File: src/rtl/dup_mask_ctrl.sv
// -----------------------------------------------------------------------------
// dup_mask_ctrl
//
// Produces the per-beat lane-duplication mask for the datapath. Each accepted
// keep vector yields one registered mask one cycle later on a valid-only port.
// The mask FIFO downstream cannot push back, so the block tracks outstanding
// masks and never exceeds MAX_IN_TRANSIT of them. Policy changes wait until
// every outstanding mask has been consumed, then take effect atomically.
//
// Optional build macro: DUP_MASK_STATS_EN adds saturating statistics counters
// (dup_lane_count, mask_count). The default build has neither port nor logic.
//
// Ports:
//   clk            clock
//   rst_n          synchronous active-low reset
//   cfg_valid      policy update request (held until cfg_ready)
//   cfg_mode       0=PASS 1=FILL_LEFT 2=BROADCAST 3=reserved (acts as PASS)
//   cfg_ready      one-cycle pulse when the new policy is applied
//   keep_valid     keep vector offered for the next data beat
//   keep_data      per-lane keep bits
//   keep_ready     keep vector accepted this cycle
//   mask_valid     one-cycle pulse, writes mask_data into the datapath FIFO
//   mask_data      lane i at [i*(1+OW) +: 1+OW], MSB duplicate, low OW origin
//   beat_done      datapath consumed one beat and its mask
//   outstanding    masks issued but not yet consumed
//   busy           not in RUN, or masks still outstanding
//   dup_lane_count (stats build) total duplicate lanes issued, saturating
//   mask_count     (stats build) total masks issued, saturating
//   err_underflow  sticky: beat_done seen with nothing outstanding
// -----------------------------------------------------------------------------
module dup_mask_ctrl #(
    parameter int NUM_ELEMENTS   = 8,
    parameter int MAX_IN_TRANSIT = 16,
    localparam int OW = $clog2(NUM_ELEMENTS),
    localparam int CW = $clog2(MAX_IN_TRANSIT + 1)
) (
    input  logic                           clk,
    input  logic                           rst_n,
    input  logic                           cfg_valid,
    input  logic [1:0]                     cfg_mode,
    output logic                           cfg_ready,
    input  logic                           keep_valid,
    input  logic [NUM_ELEMENTS-1:0]        keep_data,
    output logic                           keep_ready,
    output logic                           mask_valid,
    output logic [NUM_ELEMENTS*(1+OW)-1:0] mask_data,
    input  logic                           beat_done,
    output logic [CW-1:0]                  outstanding,
    output logic                           busy,
`ifdef DUP_MASK_STATS_EN
    output logic [31:0]                    dup_lane_count,
    output logic [31:0]                    mask_count,
`endif
    output logic                           err_underflow
);

    localparam int EW = 1 + OW;

    localparam logic [1:0] MODE_PASS      = 2'd0;
    localparam logic [1:0] MODE_FILL_LEFT = 2'd1;
    localparam logic [1:0] MODE_BROADCAST = 2'd2;

    typedef enum logic [1:0] {
        ST_RUN   = 2'd0,
        ST_DRAIN = 2'd1,
        ST_APPLY = 2'd2
    } state_t;

    state_t                        state_reg, state_next;
    logic [1:0]                    mode_reg;
    logic [1:0]                    pending_reg;
    logic [CW-1:0]                 outstanding_reg, outstanding_next;
    logic                          mask_valid_reg;
    logic [NUM_ELEMENTS*EW-1:0]    mask_data_reg;
    logic [NUM_ELEMENTS*EW-1:0]    mask_next;
    logic                          err_underflow_reg;
    logic                          accept;
    logic                          credit_release;
    logic [OW-1:0]                 first_idx;
    logic                          keep_any;

    // ------------------------------------------------------------------
    // Credit handshake. A beat_done in the same cycle frees a slot, so a
    // full counter can still accept when the datapath drains one.
    // ------------------------------------------------------------------
    assign keep_ready = (state_reg == ST_RUN) && !cfg_valid &&
                        ((outstanding_reg < CW'(MAX_IN_TRANSIT)) || beat_done);
    assign accept         = keep_valid && keep_ready;
    assign credit_release = beat_done && (outstanding_reg != '0);

    always_comb begin
        outstanding_next = outstanding_reg;
        if (accept && !credit_release) begin
            outstanding_next = outstanding_reg + CW'(1);
        end else if (!accept && credit_release) begin
            outstanding_next = outstanding_reg - CW'(1);
        end
    end

    // ------------------------------------------------------------------
    // Policy FSM
    // ------------------------------------------------------------------
    always_comb begin
        state_next = state_reg;
        cfg_ready  = 1'b0;
        case (state_reg)
            ST_RUN: begin
                if (cfg_valid) begin
                    state_next = ST_DRAIN;
                end
            end
            ST_DRAIN: begin
                if (outstanding_next == '0) begin
                    state_next = ST_APPLY;
                end
            end
            ST_APPLY: begin
                cfg_ready  = 1'b1;
                state_next = ST_RUN;
            end
            default: begin
                state_next = ST_RUN;
            end
        endcase
    end

    // ------------------------------------------------------------------
    // Mask computation from the offered keep vector and current policy.
    // Only evaluated meaningfully on accept; mode cannot change while
    // accepts are possible because accepts only happen in RUN.
    // ------------------------------------------------------------------
    assign keep_any = |keep_data;

    // Lowest kept lane: scan downward so the last hit is the lowest index.
    always_comb begin
        first_idx = '0;
        for (int j = NUM_ELEMENTS - 1; j >= 0; j--) begin
            if (keep_data[j]) begin
                first_idx = OW'(j);
            end
        end
    end

    genvar gi;
    generate
        for (gi = 0; gi < NUM_ELEMENTS; gi++) begin : g_lane
            logic          lo_found;
            logic [OW-1:0] lo_idx;
            logic [OW-1:0] hi_idx;
            logic          lane_dup;
            logic [OW-1:0] lane_org;

            // Nearest kept lane below (ascending scan, last hit is highest)
            // and nearest kept lane above (descending scan, last hit lowest).
            always_comb begin
                lo_found = 1'b0;
                lo_idx   = '0;
                for (int j = 0; j < gi; j++) begin
                    if (keep_data[j]) begin
                        lo_found = 1'b1;
                        lo_idx   = OW'(j);
                    end
                end
                hi_idx = '0;
                for (int j = NUM_ELEMENTS - 1; j > gi; j--) begin
                    if (keep_data[j]) begin
                        hi_idx = OW'(j);
                    end
                end
            end

            // An all-zero keep has no source lane, so every entry stays zero.
            always_comb begin
                lane_dup = 1'b0;
                lane_org = '0;
                if (keep_any && !keep_data[gi]) begin
                    case (mode_reg)
                        MODE_FILL_LEFT: begin
                            lane_dup = 1'b1;
                            lane_org = lo_found ? lo_idx : hi_idx;
                        end
                        MODE_BROADCAST: begin
                            lane_dup = 1'b1;
                            lane_org = first_idx;
                        end
                        default: begin
                            lane_dup = 1'b0;
                            lane_org = '0;
                        end
                    endcase
                end
            end

            assign mask_next[gi*EW +: EW] = {lane_dup, lane_org};
        end
    endgenerate

    // ------------------------------------------------------------------
    // State and output registers
    // ------------------------------------------------------------------
    always_ff @(posedge clk) begin
        if (!rst_n) begin
            state_reg         <= ST_RUN;
            mode_reg          <= MODE_PASS;
            pending_reg       <= MODE_PASS;
            outstanding_reg   <= '0;
            mask_valid_reg    <= 1'b0;
            mask_data_reg     <= '0;
            err_underflow_reg <= 1'b0;
        end else begin
            state_reg       <= state_next;
            outstanding_reg <= outstanding_next;
            mask_valid_reg  <= accept;
            if (accept) begin
                mask_data_reg <= mask_next;
            end
            if (state_reg == ST_RUN && cfg_valid) begin
                pending_reg <= cfg_mode;
            end
            if (state_reg == ST_APPLY) begin
                mode_reg <= pending_reg;
            end
            if (beat_done && outstanding_reg == '0) begin
                err_underflow_reg <= 1'b1;
            end
        end
    end

    assign mask_valid    = mask_valid_reg;
    assign mask_data     = mask_data_reg;
    assign outstanding   = outstanding_reg;
    assign err_underflow = err_underflow_reg;
    assign busy          = (state_reg != ST_RUN) || (outstanding_reg != '0);

`ifdef DUP_MASK_STATS_EN
    // ------------------------------------------------------------------
    // Saturating statistics, counted from the registered mask output.
    // ------------------------------------------------------------------
    logic [31:0] dup_lane_count_reg;
    logic [31:0] mask_count_reg;
    logic [32:0] dup_sum;

    always_comb begin
        dup_sum = {1'b0, dup_lane_count_reg};
        for (int i = 0; i < NUM_ELEMENTS; i++) begin
            dup_sum = dup_sum + 33'(mask_data_reg[i*EW + EW - 1]);
        end
    end

    always_ff @(posedge clk) begin
        if (!rst_n) begin
            dup_lane_count_reg <= '0;
            mask_count_reg     <= '0;
        end else if (mask_valid_reg) begin
            dup_lane_count_reg <= dup_sum[32] ? 32'hFFFF_FFFF : dup_sum[31:0];
            if (mask_count_reg != 32'hFFFF_FFFF) begin
                mask_count_reg <= mask_count_reg + 32'd1;
            end
        end
    end

    assign dup_lane_count = dup_lane_count_reg;
    assign mask_count     = mask_count_reg;
`endif

endmodule

File: config.mk
export PLATFORM = sky130hd
export DESIGN_NAME = dup_mask_ctrl
export DESIGN_NICKNAME = d
export VERILOG_FILES = /design/src/rtl/dup_mask_ctrl.sv
export SDC_FILE = /design/constraint.sdc
export NUM_CORES = 1
export LEC_CHECK = 0
export ABC_CLOCK_PERIOD_IN_PS = 3000
export BUFFER_PORTS_ARGS = -buffer_cell sky130_fd_sc_hd__buf_2
export CAP_MARGIN = 20
export CORE_ASPECT_RATIO = 1.2
export CORE_UTILIZATION = 35
export DETAILED_ROUTE_END_ITERATION = 6
export GPL_ROUTABILITY_DRIVEN = 0
export SLEW_MARGIN = 20
export SYNTH_ARGS = -nofsm -noshare
export SYNTH_HDL_FRONTEND = slang
export SYNTH_SLANG_ARGS = --single-unit
File: constraint.sdc
create_clock -name clk -period 3 [get_ports clk]
set_clock_uncertainty 0.05 [all_clocks]
set_input_delay 0.6 -clock clk [delete_from_list [all_inputs] [get_ports clk]]
set_output_delay 0.6 -clock clk [all_outputs]
set_load 0.01 [all_outputs]
# Word-level counts from Yosys, hierarchy flattened
# Cells that the tools add are included.
# word_totals
out_inout_bits,42
register_bits,45
inputBits,15
wordCells,112
# classes
magnitude_cmp,1
eq_ne,6
n_reduce_logical,37
mux,59
n_addsub,2
# ops
cell,n
two-way mux 3 bit,28
case mux 3 bit (2 select lines),8
two-way mux 1 bit,18
logical AND 1 bit,16
logical NOT 1 bit,11
logical NOT 5 bit,2
two-way mux 5 bit,2
OR reduction 8 bit,1
adder 5 x 1 -> 5 bit (second input constant),1
< comparator 5 bit (second input constant),1
nonzero test 5 bit,1
subtractor 5 x 1 -> 5 bit (second input constant),1
== test 2 x 1 -> 1 bit (second input constant),2
== test 2 bit (second input constant),2
two-way mux 2 bit,2
!= test 2 bit (second input constant),2
case mux 2 bit (2 select lines),1
logical NOT 2 bit,1
logical OR 1 bit,2
AND reduction 2 bit,1
nonzero test 2 bit,1
OR reduction 2 bit,1

# Logic depth before layout (Yosys ltp)
# depth
depth_word,11
depth_mapped,9
depth_no_buf,8

# Worst setup path after synthesis
# Ideal clock, no wire load.
# synth_path
path_type,register to register
startpoint,register outstanding_reg[0] (netlist: outstanding[0])
endpoint,register state_reg[0]
required_ps,2833
slack_ps,841
setup_time_ps,117
path_stages_with_launch,10
path_buffers,1
arrival_ps,1991
period_less_slack_ps,2159
cell_sequence,dfxtp_1 > inv_1 > ha_1 > nor4b_1 > or3_1 > buf_2 > o22ai_1 > xnor2_1 > nand4_1 > o2bb2ai_1
# synth_between
elab_chain_cells,11
elab_cells_between_ends,17
cone_classes,2 x add/sub; 1 x order compare; 1 x eq/ne; 2 x mux; 11 x reduce/logical
# synth_rtl
element,line_no,rtl
from (decl),72,"logic [CW-1:0] outstanding_reg, outstanding_next;"
from (signal assigned),212,outstanding_reg <= outstanding_next;
< comparator 5 bit,87,((outstanding_reg < CW'(MAX_IN_TRANSIT)) || beat_done);
logical OR 1 bit,87,
logical AND 1 bit,86,assign keep_ready = (state_reg == ST_RUN) && !cfg_valid &&
logical AND 1 bit,88,assign accept = keep_valid && keep_ready;
logical NOT 1 bit,95,end else if (!accept && credit_release) begin
logical AND 1 bit,95,
two-way mux 5 bit,95,
two-way mux 5 bit (*),93,if (accept && !credit_release) begin
logical NOT 5 bit (*),113,if (outstanding_next == '0) begin
!= test 2 bit (no source line) (*),--,
AND reduction 2 bit (no source line) (*),--,
to (signal assigned),211,state_reg <= state_next;
to (decl),69,"state_t state_reg, state_next;"
# Every way passes the cells marked *; elsewhere a longest branch is shown, timed or not.
# A chain may end at the register's enable or synchronous reset.

# Final worst setup path
# Same ends and word-level chain as after synthesis.

==> impl_summary.md <==
Clock network
The clock tree synthesis step divided the H-tree into 2 levels. The maximum clock insertion buffer count is 2. Buffers inserted to repair hold after CTS numbered 0. Counting every sink on the clock net gives between 40 and 50. The quantity of gates resized following cts is 0.

The post-CTS setup-driven buffer insertion count is 0. The number of buffers created by CTS is 5. The clock input transition at the sequential cells of the worst setup and hold paths is ~0.080 ns. Clock latency on the worst-skew pair, taken at its later pin, is about 0.3 ns.

The TritonCTS clock tree is built. The root buffer cell is sky130_fd_sc_hd__clkbuf_8.

Floorplan
The region available for standard cell placement spans ~0.0064 mm². The floorplan has 32 rows. The die footprint is between 0.006 and 0.007 mm². For this design the top-level I/O count stands at between 50 and 60. The floorplan step set the die height to about 91 µm. The initial core utilization is between 30% and 40%.

The floorplan step set the die width to between 70 and 80 µm.

GRT
The number of global-route vias before repair is between 2,000 and 2,500. The total overflow left after global routing is 0. The first global-routing pass estimated approximately 10 mm of wire. The total routing resource utilization after global routing is 17.74%. The initial antenna violation count is 0. The pin count of the biggest net entering global routing is 34.

Route
For this block, the routed nets add up to 5.875 mm of wire. The average wire per standard cell is between 10 and 15 µm. After detailed routing, the number of remaining DRC violations is 0. The total via count in the routed design is 2,255. After detailed routing, the number of vias per cell comes to ~5.3. In this run the remaining antenna-violating nets after routing total 0. The iteration-0 DRC count of the detailed router is around 200.

Before antenna repair, the detailed router went through 5 iterations.

Timing
The final count of negative-setup-slack endpoints is 0. The fraction of the cycle the final worst path needs is 81.31%. After layout, the worst setup slack is about 0.56 ns. The actual transition at the worst max-transition pin is ~0.64 ns.

The highest clock rate is just over 400 MHz. For the final routed database, the setup TNS stands at 0 ns. The worst slack on hold paths is ~0.40 ns. The hold violation total from the final report was 0. The worst pin sits at a relative slew slack of around 57%. Counting I/O delays and the setup requirement, the final critical path takes 2.439 ns.

The max-slew violation count is 0. Setup repair after global routing left no endpoint under its margin.

Power
The combinational share of power is 28.5%. In this run the static leakage power is 0.001191 µW. Internal power comes to approximately 970 µW. The clock network accounts for between 20% and 30% of the total power. The sequential cell fraction of total power is 46.4%. The maximum VDD drop is 0.3712 mV. Power spread over the standard cell area amounts to 554.2 mW/mm². The net switching share of the total power is 34.86%. For this design the total switching power over the nets is between 500 and 600 µW.

Critical path
The worst reg2reg path endpoint is state_reg[0]. Counting buffers and inverters, the worst setup path is 8 cells deep. Traced cell by cell, the critical path runs through inv_1 > ha_1 > nor4b_1 > o211ai_1 > o22ai_1 > xnor2_1 > nand4_1 > o2bb2ai_1. The slowest stage of the critical path is the sky130_fd_sc_hd__nor4b_1 cell.

The highest cell delay on the worst timing path is around 0.5 ns. The setup slack of the worst register-to-register path is ~0.56 ns. STA classifies the critical path endpoint as a register.

The critical path data arrival time is 2.58 ns. The critical path start-end classification is register to register. The start point of the critical path is outstanding[0].

For the worst setup path, the data required time is 3.14 ns. The startpoint of the lowest-slack register-to-register path is outstanding[0]. The logic depth of the worst register-to-register path is 8. The cell family contributing the most delay on the critical path is compound AO/OA/AOI/OAI gates. The largest fanout on the critical path is 8. The buffers plus inverters on the worst setup path is 1.

STA classifies the critical path startpoint as a register. In this run the worst setup path terminates at state_reg[0].

Final layout
The number of antenna cells inserted is 0. The final core utilization is 41.88%. At the end of the flow, the number of nets in the layout was between 300 and 400. The area growth from synthesis to layout is 16.46%. The layout has approximately 670 filler cells. The most common library cell in the layout ignoring fill and taps is sky130_fd_sc_hd__buf_2. In the layout the commonest cells are 56 x sky130_fd_sc_hd__buf_2, 45 x sky130_fd_sc_hd__dfxtp_1, 39 x sky130_fd_sc_hd__nor2_1, 38 x sky130_fd_sc_hd__nand2_1, 29 x sky130_fd_sc_hd__a21oi_1. Of the cells placed in the final design, the portion with a size suffix greater than 1 is 21.80%.

Across the whole layout, storage elements account for about 900 µm². The multi-input combinational cells in the finished layout cover a total of 0.001250 mm². The register with the most flip-flops in the layout has 32 of them.

Logic synthesis
The area of the mapped netlist is around 0.0023 mm². Counting distinct cell types in the post-synthesis netlist gives ~50. In the synthesized netlist, the number of instances is 297. The most used flip-flop cell after synthesis is sky130_fd_sc_hd__dfxtp_1. The share of flip-flops with an asynchronous set or reset after synthesis is 0%. When the netlist entered floorplanning its net count stood at approximately 320. The average size of a mapped cell is approximately 7.8 µm². The synthesized design contains 0 enable-type register cells. The share of synthesized area occupied by flip-flops and latches is approximately 39%. Counting flops and latches in the post-synthesis netlist gives 45. The count of warnings emitted by yosys is 0.

Job
The tool flagged a number of max-cap violations equal to 0.

Placement
The placed wire-length estimate after detailed placement is roughly 4.3 mm. The quantity of I/O buffers inserted on ports is 56. At the placement stage, the worst setup path has a slack of about 0.42 ns.

Min path
The worst min-delay path class is register to register.

Run status
The flow ran to the end, and the final reports show no timing, DRC or antenna violations.
layout make-up:
class	instances	share of cell area (%)
Sequential cell	45	33.58
Clock inverter	1	0.3265
Timing Repair Buffer	58	11.01
Inverter	13	1.819
Clock buffer	6	2.705
Multi-Input combinational cell	221	46.60
Tap cell	85	3.965
worst min-delay path by stage:
stage,from,to,slack (ns),cells after the start
floorplan,pending_reg[0],pending_reg[0],0.39,2
global placement,mask_data[0],mask_data[0],0.39,2
detailed placement,mask_data[0],mask_data[0],0.39,2
CTS,mask_data[0],mask_data[0],0.40,2
global route,mask_data[9],mask_data[9],0.42,2
finish,mask_data[0],mask_data[0],0.40,2
Yosys cell counts, types with 2 or more instances:
cell type                  count  area [µm²]
sky130_fd_sc_hd__nand2_1      38       142.6
sky130_fd_sc_hd__buf_4         2       15.01
sky130_fd_sc_hd__or3_1         2       12.51
sky130_fd_sc_hd__a32oi_1       2       17.52
sky130_fd_sc_hd__and2_1        8       50.05
sky130_fd_sc_hd__a22oi_1       7       52.55
sky130_fd_sc_hd__o22ai_1       4       25.02
sky130_fd_sc_hd__or2_2         2       12.51
sky130_fd_sc_hd__nand2b_1      2       12.51
sky130_fd_sc_hd__nor4_1        4       25.02
sky130_fd_sc_hd__o211ai_1      4       30.03
sky130_fd_sc_hd__nor2_1       39       146.4
sky130_fd_sc_hd__clkbuf_8      2       27.53
sky130_fd_sc_hd__and3_1        6       37.54
sky130_fd_sc_hd__inv_1        13       48.80
sky130_fd_sc_hd__ha_1          4       50.05
sky130_fd_sc_hd__a31o_2        4       35.03
sky130_fd_sc_hd__o21ai_0      18       90.09
sky130_fd_sc_hd__dfxtp_1      45       900.9
sky130_fd_sc_hd__o31a_1        2       17.52
sky130_fd_sc_hd__nand4_1       2       12.51
sky130_fd_sc_hd__nor4b_1       2       17.52
sky130_fd_sc_hd__clkbuf_1     11       41.29
sky130_fd_sc_hd__o21bai_1      2       15.01
sky130_fd_sc_hd__xnor2_1       2       17.52
sky130_fd_sc_hd__nor3_1        4       20.02
sky130_fd_sc_hd__o311ai_0      2       17.52
sky130_fd_sc_hd__a21oi_1      29       145.1
sky130_fd_sc_hd__nor2b_1       4       25.02
sky130_fd_sc_hd__a21o_1        5       37.54
sky130_fd_sc_hd__nand3_1       8       40.04
routing by layer:
metal / track usage [%] / wire length, µm
met2: 30.08 / 2819
met5: 0 / 0
met3: 3.737 / 289
met4: 7.372 / 117
met1: 21.66 / 2648
stage by stage:
stage | cell area (µm²) | total power, µW | cells
after floorplan | 2303 | 1013 | 297
after global placement | 2601 | 1122 | 422
after CTS | 2683 | 1501 | 429
after global routing | 2683 | 1585 | 429
final | 2683 | 1487 | 429
after detailed placement | 2601 | 1126 | 422
logic make-up after synthesis:
| logic type | after synthesis | share of synthesized area, % |
|---|---|---|
| AND/OR/NAND/NOR | 127 | 26.89 |
| buffers and inverters | 31 | 6.627 |
| XOR/XNOR | 2 | 0.7606 |
| adder cells (fa/ha/maj) | 4 | 2.173 |
| flip-flops | 45 | 39.11 |
| multiplexers | 1 | 0.4346 |
| AO/OA/AOI/OAI | 87 | 24.01 |
power groups by stage:
stage / clock (µW) / combinational (µW) / sequential [µW]
finish: 373 / 424 / 690
global route: 405 / 482 / 698
CTS: 385 / 427 / 689
detailed placement: 0 / 423 / 704
global placement: 0 / 419 / 703
floorplan: 0 / 307 / 706
tightest hold or removal path, cell delays in order (launching register included):
cell and delay, ns:
sky130_fd_sc_hd__dfxtp_1 0.31, sky130_fd_sc_hd__nand2_1 0.05, sky130_fd_sc_hd__a21oi_1 0.05
(Power assumes the default switching activity.)
